[src/rtl/mvm_acc_q_if.sv]
// Beat/result handshake bundle for the mvm_acc_q matrix-vector multiplier.
// Master drives columns, vector elements and result ready; slave returns results.
// Backpressure: in_ready/out_ready valid-ready pairs on both directions.
interface mvm_acc_q_if #(
    parameter int BIT_NUM = 18,
    parameter int DIM     = 4
);
    logic                     in_valid;
    logic                     in_ready;
    logic [DIM*BIT_NUM-1:0]   a_col;
    logic [BIT_NUM-1:0]       x_elem;
    logic                     flush;
    logic                     sat_en;
    logic                     out_valid;
    logic                     out_ready;
    logic [DIM*BIT_NUM-1:0]   y_vec;
    logic                     out_ovf;

    modport master (
        output in_valid, a_col, x_elem, flush, sat_en, out_ready,
        input  in_ready, out_valid, y_vec, out_ovf
    );

    modport slave (
        input  in_valid, a_col, x_elem, flush, sat_en, out_ready,
        output in_ready, out_valid, y_vec, out_ovf
    );
endinterface

[src/rtl/mvm_acc_q.sv]
// Fixed-point y = A*x, one column of A and one x element per beat, toward-zero quantized.
// Latency: result registered the cycle after the final beat; one vector per DIM beats.
// Backpressure: non-final beats always flow; only the final beat waits for the output slot.
module mvm_acc_q #(
    parameter int BIT_NUM  = 18,
    parameter int FRAC_NUM = 9,
    parameter int DIM      = 4
) (
    input  logic        clk,
    input  logic        srst_n,
    mvm_acc_q_if.slave  bus
);
    localparam int CNT_W = $clog2(DIM);
    localparam int ACC_W = 2*BIT_NUM + $clog2(DIM);
    localparam int EXT_W = ACC_W - 2*BIT_NUM;
    localparam logic signed [ACC_W-1:0] Q_MAX =
        {{(ACC_W-BIT_NUM+1){1'b0}}, {(BIT_NUM-1){1'b1}}};
    localparam logic signed [ACC_W-1:0] Q_MIN =
        {{(ACC_W-BIT_NUM+1){1'b1}}, {(BIT_NUM-1){1'b0}}};
    localparam logic [CNT_W-1:0] CNT_LAST = CNT_W'(DIM-1);

    logic [1:0]               rst_sync;
    logic                     rst_n_i;
    logic [CNT_W-1:0]         cnt;
    logic signed [ACC_W-1:0]  acc      [DIM];
    logic signed [ACC_W-1:0]  lane_sum [DIM];
    logic [DIM*BIT_NUM-1:0]   y_nxt;
    logic [DIM-1:0]           lane_ovf;
    logic                     last_beat;
    logic                     first_beat;
    logic                     beat_acc;
    logic                     out_take;

    // Reset asserts immediately but releases on a clock edge to keep recovery timing clean.
    always_ff @(posedge clk or negedge srst_n) begin
        if (!srst_n) begin
            rst_sync <= 2'b00;
        end else begin
            rst_sync <= {rst_sync[0], 1'b1};
        end
    end

    assign rst_n_i    = rst_sync[1];
    assign last_beat  = (cnt == CNT_LAST);
    assign first_beat = (cnt == '0);
    assign bus.in_ready = rst_n_i & ~bus.flush
                        & (~last_beat | ~bus.out_valid | bus.out_ready);
    assign beat_acc   = bus.in_valid & bus.in_ready;
    assign out_take   = bus.out_valid & bus.out_ready;

    for (genvar g = 0; g < DIM; g++) begin : g_lane
        logic signed [BIT_NUM-1:0]   a_l;
        logic signed [BIT_NUM-1:0]   x_s;
        logic signed [2*BIT_NUM-1:0] prod;
        logic signed [ACC_W-1:0]     prod_ext;
        logic signed [ACC_W-1:0]     base;
        logic signed [ACC_W-1:0]     shr;
        logic signed [ACC_W-1:0]     rq;
        logic                        frac_nz;
        logic                        hi;
        logic                        lo;

        assign a_l      = bus.a_col[g*BIT_NUM +: BIT_NUM];
        assign x_s      = bus.x_elem;
        assign prod     = a_l * x_s;
        assign prod_ext = {{EXT_W{prod[2*BIT_NUM-1]}}, prod};
        // Column 0 starts a fresh sum, so stale accumulator contents never leak in.
        assign base     = first_beat ? '0 : acc[g];
        assign lane_sum[g] = base + prod_ext;

        // Floor shift, then bump negatives with a non-zero fraction to round toward zero.
        assign shr      = lane_sum[g] >>> FRAC_NUM;
        assign frac_nz  = |lane_sum[g][FRAC_NUM-1:0];
        assign rq       = shr + ACC_W'(lane_sum[g][ACC_W-1] & frac_nz);
        assign hi       = (rq > Q_MAX);
        assign lo       = (rq < Q_MIN);
        assign lane_ovf[g] = hi | lo;

        assign y_nxt[g*BIT_NUM +: BIT_NUM] =
            (bus.sat_en && hi) ? Q_MAX[BIT_NUM-1:0] :
            (bus.sat_en && lo) ? Q_MIN[BIT_NUM-1:0] :
                                 rq[BIT_NUM-1:0];
    end

    always_ff @(posedge clk or negedge rst_n_i) begin
        if (!rst_n_i) begin
            cnt           <= '0;
            bus.out_valid <= 1'b0;
            bus.y_vec     <= '0;
            bus.out_ovf   <= 1'b0;
            for (int i = 0; i < DIM; i++) begin
                acc[i] <= '0;
            end
        end else begin
            if (bus.flush) begin
                cnt <= '0;
            end else if (beat_acc) begin
                cnt <= last_beat ? '0 : cnt + CNT_W'(1);
            end

            if (beat_acc) begin
                for (int i = 0; i < DIM; i++) begin
                    acc[i] <= lane_sum[i];
                end
            end

            // Final beat is only accepted when the slot is free or draining, so no overwrite.
            if (beat_acc && last_beat) begin
                bus.out_valid <= 1'b1;
                bus.y_vec     <= y_nxt;
                bus.out_ovf   <= |lane_ovf;
            end else if (out_take) begin
                bus.out_valid <= 1'b0;
            end
        end
    end
endmodule
[src/flat_wrapper.sv]
// flat-port wrapper written by rule: the top's interface ports become plain ports
module mvm_acc_q_flat 
#(
    parameter int BIT_NUM  = 18,
    parameter int FRAC_NUM = 9,
    parameter int DIM      = 4
)
  (clk, srst_n, bus_in_valid, bus_a_col, bus_x_elem, bus_flush, bus_sat_en, bus_out_ready, bus_in_ready, bus_out_valid, bus_y_vec, bus_out_ovf);
  mvm_acc_q_if #(.BIT_NUM(BIT_NUM), .DIM(DIM)) bus_i ();
  input  logic clk;
  input  logic srst_n;
  input wire logic [$bits(bus_i.in_valid)-1:0] bus_in_valid;
  input wire logic [$bits(bus_i.a_col)-1:0] bus_a_col;
  input wire logic [$bits(bus_i.x_elem)-1:0] bus_x_elem;
  input wire logic [$bits(bus_i.flush)-1:0] bus_flush;
  input wire logic [$bits(bus_i.sat_en)-1:0] bus_sat_en;
  input wire logic [$bits(bus_i.out_ready)-1:0] bus_out_ready;
  output wire logic [$bits(bus_i.in_ready)-1:0] bus_in_ready;
  output wire logic [$bits(bus_i.out_valid)-1:0] bus_out_valid;
  output wire logic [$bits(bus_i.y_vec)-1:0] bus_y_vec;
  output wire logic [$bits(bus_i.out_ovf)-1:0] bus_out_ovf;
  assign bus_i.in_valid = bus_in_valid;
  assign bus_i.a_col = bus_a_col;
  assign bus_i.x_elem = bus_x_elem;
  assign bus_i.flush = bus_flush;
  assign bus_i.sat_en = bus_sat_en;
  assign bus_i.out_ready = bus_out_ready;
  assign bus_in_ready = bus_i.in_ready;
  assign bus_out_valid = bus_i.out_valid;
  assign bus_y_vec = bus_i.y_vec;
  assign bus_out_ovf = bus_i.out_ovf;
  mvm_acc_q #(.BIT_NUM(BIT_NUM), .FRAC_NUM(FRAC_NUM), .DIM(DIM)) u_core (.clk(clk), .srst_n(srst_n), .bus(bus_i));
endmodule
[config.mk]
export PLATFORM = sky130hd
export DESIGN_NAME = mvm_acc_q_flat
export DESIGN_NICKNAME = d
export VERILOG_FILES = /design/src/rtl/mvm_acc_q_if.sv /design/src/rtl/mvm_acc_q.sv /design/src/flat_wrapper.sv
export SDC_FILE = /design/constraint.sdc
export NUM_CORES = 2
export LEC_CHECK = 0
export BUFFER_PORTS_ARGS = -buffer_cell sky130_fd_sc_hd__clkbuf_2
export CAP_MARGIN = 25
export CELL_PAD_IN_SITES_DETAIL_PLACEMENT = 1
export CELL_PAD_IN_SITES_GLOBAL_PLACEMENT = 2
export CORE_ASPECT_RATIO = 0.8
export CORE_MARGIN = 8
export CORE_UTILIZATION = 30
export DETAILED_ROUTE_END_ITERATION = 12
export PLACE_DENSITY_LB_ADDON = 0.1
export SLEW_MARGIN = 40
export SYNTH_ARGS = -nofsm -noshare
export SYNTH_HDL_FRONTEND = slang
export SYNTH_SLANG_ARGS = --single-unit
[constraint.sdc]
create_clock -name clk -period 21.8 [get_ports clk]
set_clock_uncertainty 0.1 [all_clocks]
set_input_delay 2.18 -clock clk [delete_from_list [all_inputs] [get_ports clk]]
set_output_delay 2.18 -clock clk [all_outputs]
set_load 0.01 [all_outputs]
==> flow_metrics.tcl <==
set metrics [dict create \
    status "complete, no violations" \
    cp_slowest_stage_delay_ns 0.67 \
    cts_setup_buffers 0 \
    tightest_slew_ns 0.898 \
    avgSynthCellArea_um2 9.10 \
    cts_made_buffers 41 \
    rsz0062_at_grt "no" \
    path_max_fanout 47 \
    path_buf_inv 4 \
    synth_xor_area_share_pct 2.65 \
    synth_compound_area_share_pct 7.67 \
    setup_violations 0 \
    mostFrequentLayoutCell "fa_1" \
    overflow 0 \
    muxShareOfSynthArea_pct 0.407 \
    crit_slowest_cell "fa_1" \
    grt_pass1_wl_um 363000 \
    placed_area_um2 72600 \
    dieHeight_um 443 \
    area_growth_pct 8.26 \
    mostFrequentLayoutCells "fa_1, inv_1, nand2_1, and2_1, ha_1" \
    fin_nets 9524 \
    rows 157 \
    worstSetupStartpointType "input port" \
    crit_required_ns 22.18 \
    maxCapViolations 0 \
    cts_sinks 230 \
    syn-num-nets 9596 \
    die_x_um 550 \
    die-area_um2 244000 \
    synth-main-ff-cell "dfrtp_1" \
    insertion_delay_ns 0.67 \
    ys_warn_count 0 \
    setup_slack_ns 8.18 \
    layout_min_cycle_time_ns 13.62 \
    hpwl_um 185000 \
    post-route-period-util_pct 62.5 \
    ant_nets 0 \
    pre_cts_ws_ns 7.27 \
    vias 50300 \
    first_global_vias 59000 \
    synth_cells 7526 \
    coreArea_um2 228000 \
    netlist_area_um2 68500 \
    cts_buffer_depth 3 \
    synth_edf_count 0 \
    hp-class "flop to async pin" \
    cts_root_buffer "clkbuf_16" \
    cp_top_family "adder cells" \
    grt_start_max_net_pins 85 \
    hold_buffers 0 \
    finalInstanceArea_um2 74100 \
    drv_slew 0 \
    ys_ff_latch 230 \
    first_pass_iters 5 \
    drive_gt1_share_pct 5.18 \
    routed_wl_um 226000 \
    finalSetupTns_ns 0 \
    synthAdderAreaFrac_pct 52.5 \
    io_buffers 170 \
    cts-resized-gates 0 \
    path_common_cell "fa_1" \
    synthArstFlopShare_pct 100 \
    seq_area_frac_synth_pct 8.40 \
    antenna_found_initial 10 \
    grt_usage_pct 19.0 \
    endpoint_kind "flop" \
    cts_htree_levels 2 \
    tritoncts "built" \
    drc 0 \
    ios 171 \
    routabilityCongestion 0.800 \
    drt-initial-drc-count 1858 \
    max_clock_freq_mhz 73.4 \
    hold_viol_final 0 \
    yosys.area_share.simple_pct 18.5 \
    synth.distinct_cells 93 \
    wl_per_cell_um 21.5 \
    path_class "input port to flop" \
    relSlewSlack_pct 40.1 \
    critPathArrivalTime_ns 14.01 \
    start_util_pct 30.1 \
    via_per_inst 4.79 \
    clk_pin_slew_worst_paths_ns 0.06 \
    synth_top_family_by_area "adder cells" \
]
[area by class of cell]
| cell class | instances | area, um^2 |
|---|---|---|
| Clock inverter | 23 | 344 |
| Sequential cell | 230 | 5760 |
| Inverter | 1437 | 5400 |
| Fill cell | 26300 | 154000 |
| Antenna cell | 7 | 17.5 |
| Multi-Input combinational cell | 5507 | 56200 |
| Clock buffer | 52 | 1140 |
| Timing Repair Buffer | 237 | 1510 |
| Tap cell | 3021 | 3780 |
[registers in the layout, indices dropped and copies added, names as in the netlist]
register              flops
u_core.acc              152
u_core.rst_sync           2
u_core.bus.y_vec         72
u_core.cnt                2
u_core.bus.out_valid      1
u_core.bus.out_ovf        1
[cells by family after synthesis]
family,Yosys count
compound gates,780
buf+inv,1789
mux,26
other cells,1
flops,230
fa+ha+maj,1974
xor+xnor,207
simple gates,2519
[layer usage]
metal | routed length, um | global-route usage (%)
met4 | 4810 | 3.95
met2 | 107000 | 32.2
met5 | 34 | 0
met3 | 5030 | 1.41
met1 | 109000 | 26.7
[cells in the mapped netlist, types with 71 or more instances]
library cell / n / share of area, %
dfrtp_1: 230 / 8.4
nand2_1: 1015 / 5.6
and2_1: 733 / 6.7
nor2b_1: 95 / 0.87
o21ai_0: 187 / 1.4
xnor2_1: 136 / 1.7
ha_1: 474 / 8.7
fa_1: 1500 / 44
clkbuf_1: 341 / 1.9
nand2b_1: 103 / 0.94
xor2_1: 71 / 0.91
nor2_1: 227 / 1.2
a21oi_1: 175 / 1.3
inv_1: 1435 / 7.9
[through the flow]
step	util (%)	cells	hold slack, ns
final	32.5	10500	0.141
after CTS	32.5	10500	0.164
after detailed placement	31.9	10400	0.162
after global placement	31.7	10400	0.155
after floorplan	-	7526	0.231
after global routing	32.5	10500	0.179
[path summary, 6_finish.rpt]
check / startpoint / to / slack, ns / cells past startpoint
setup / recovery: bus_x_elem[1] / u_core.bus.out_ovf / 8.18 / 33
hold / removal: u_core.rst_sync[1] / u_core.bus.y_vec[48] / 0.14 / 0
setup reg to reg: u_core.cnt[0] / u_core.bus.out_ovf / 10.75 / 34
hold reg to reg: u_core.rst_sync[1] / u_core.bus.y_vec[48] / 0.14 / 0
max in group asynchronous: u_core.rst_sync[1] / u_core.acc[120] / 19.25 / 4
min in group clk: u_core.rst_sync[0] / u_core.rst_sync[1] / 0.25 / 0
Power is left out: the tool's default activity adds up to more than one toggle a clock period on the data nets, which glitch-free logic cannot reach.
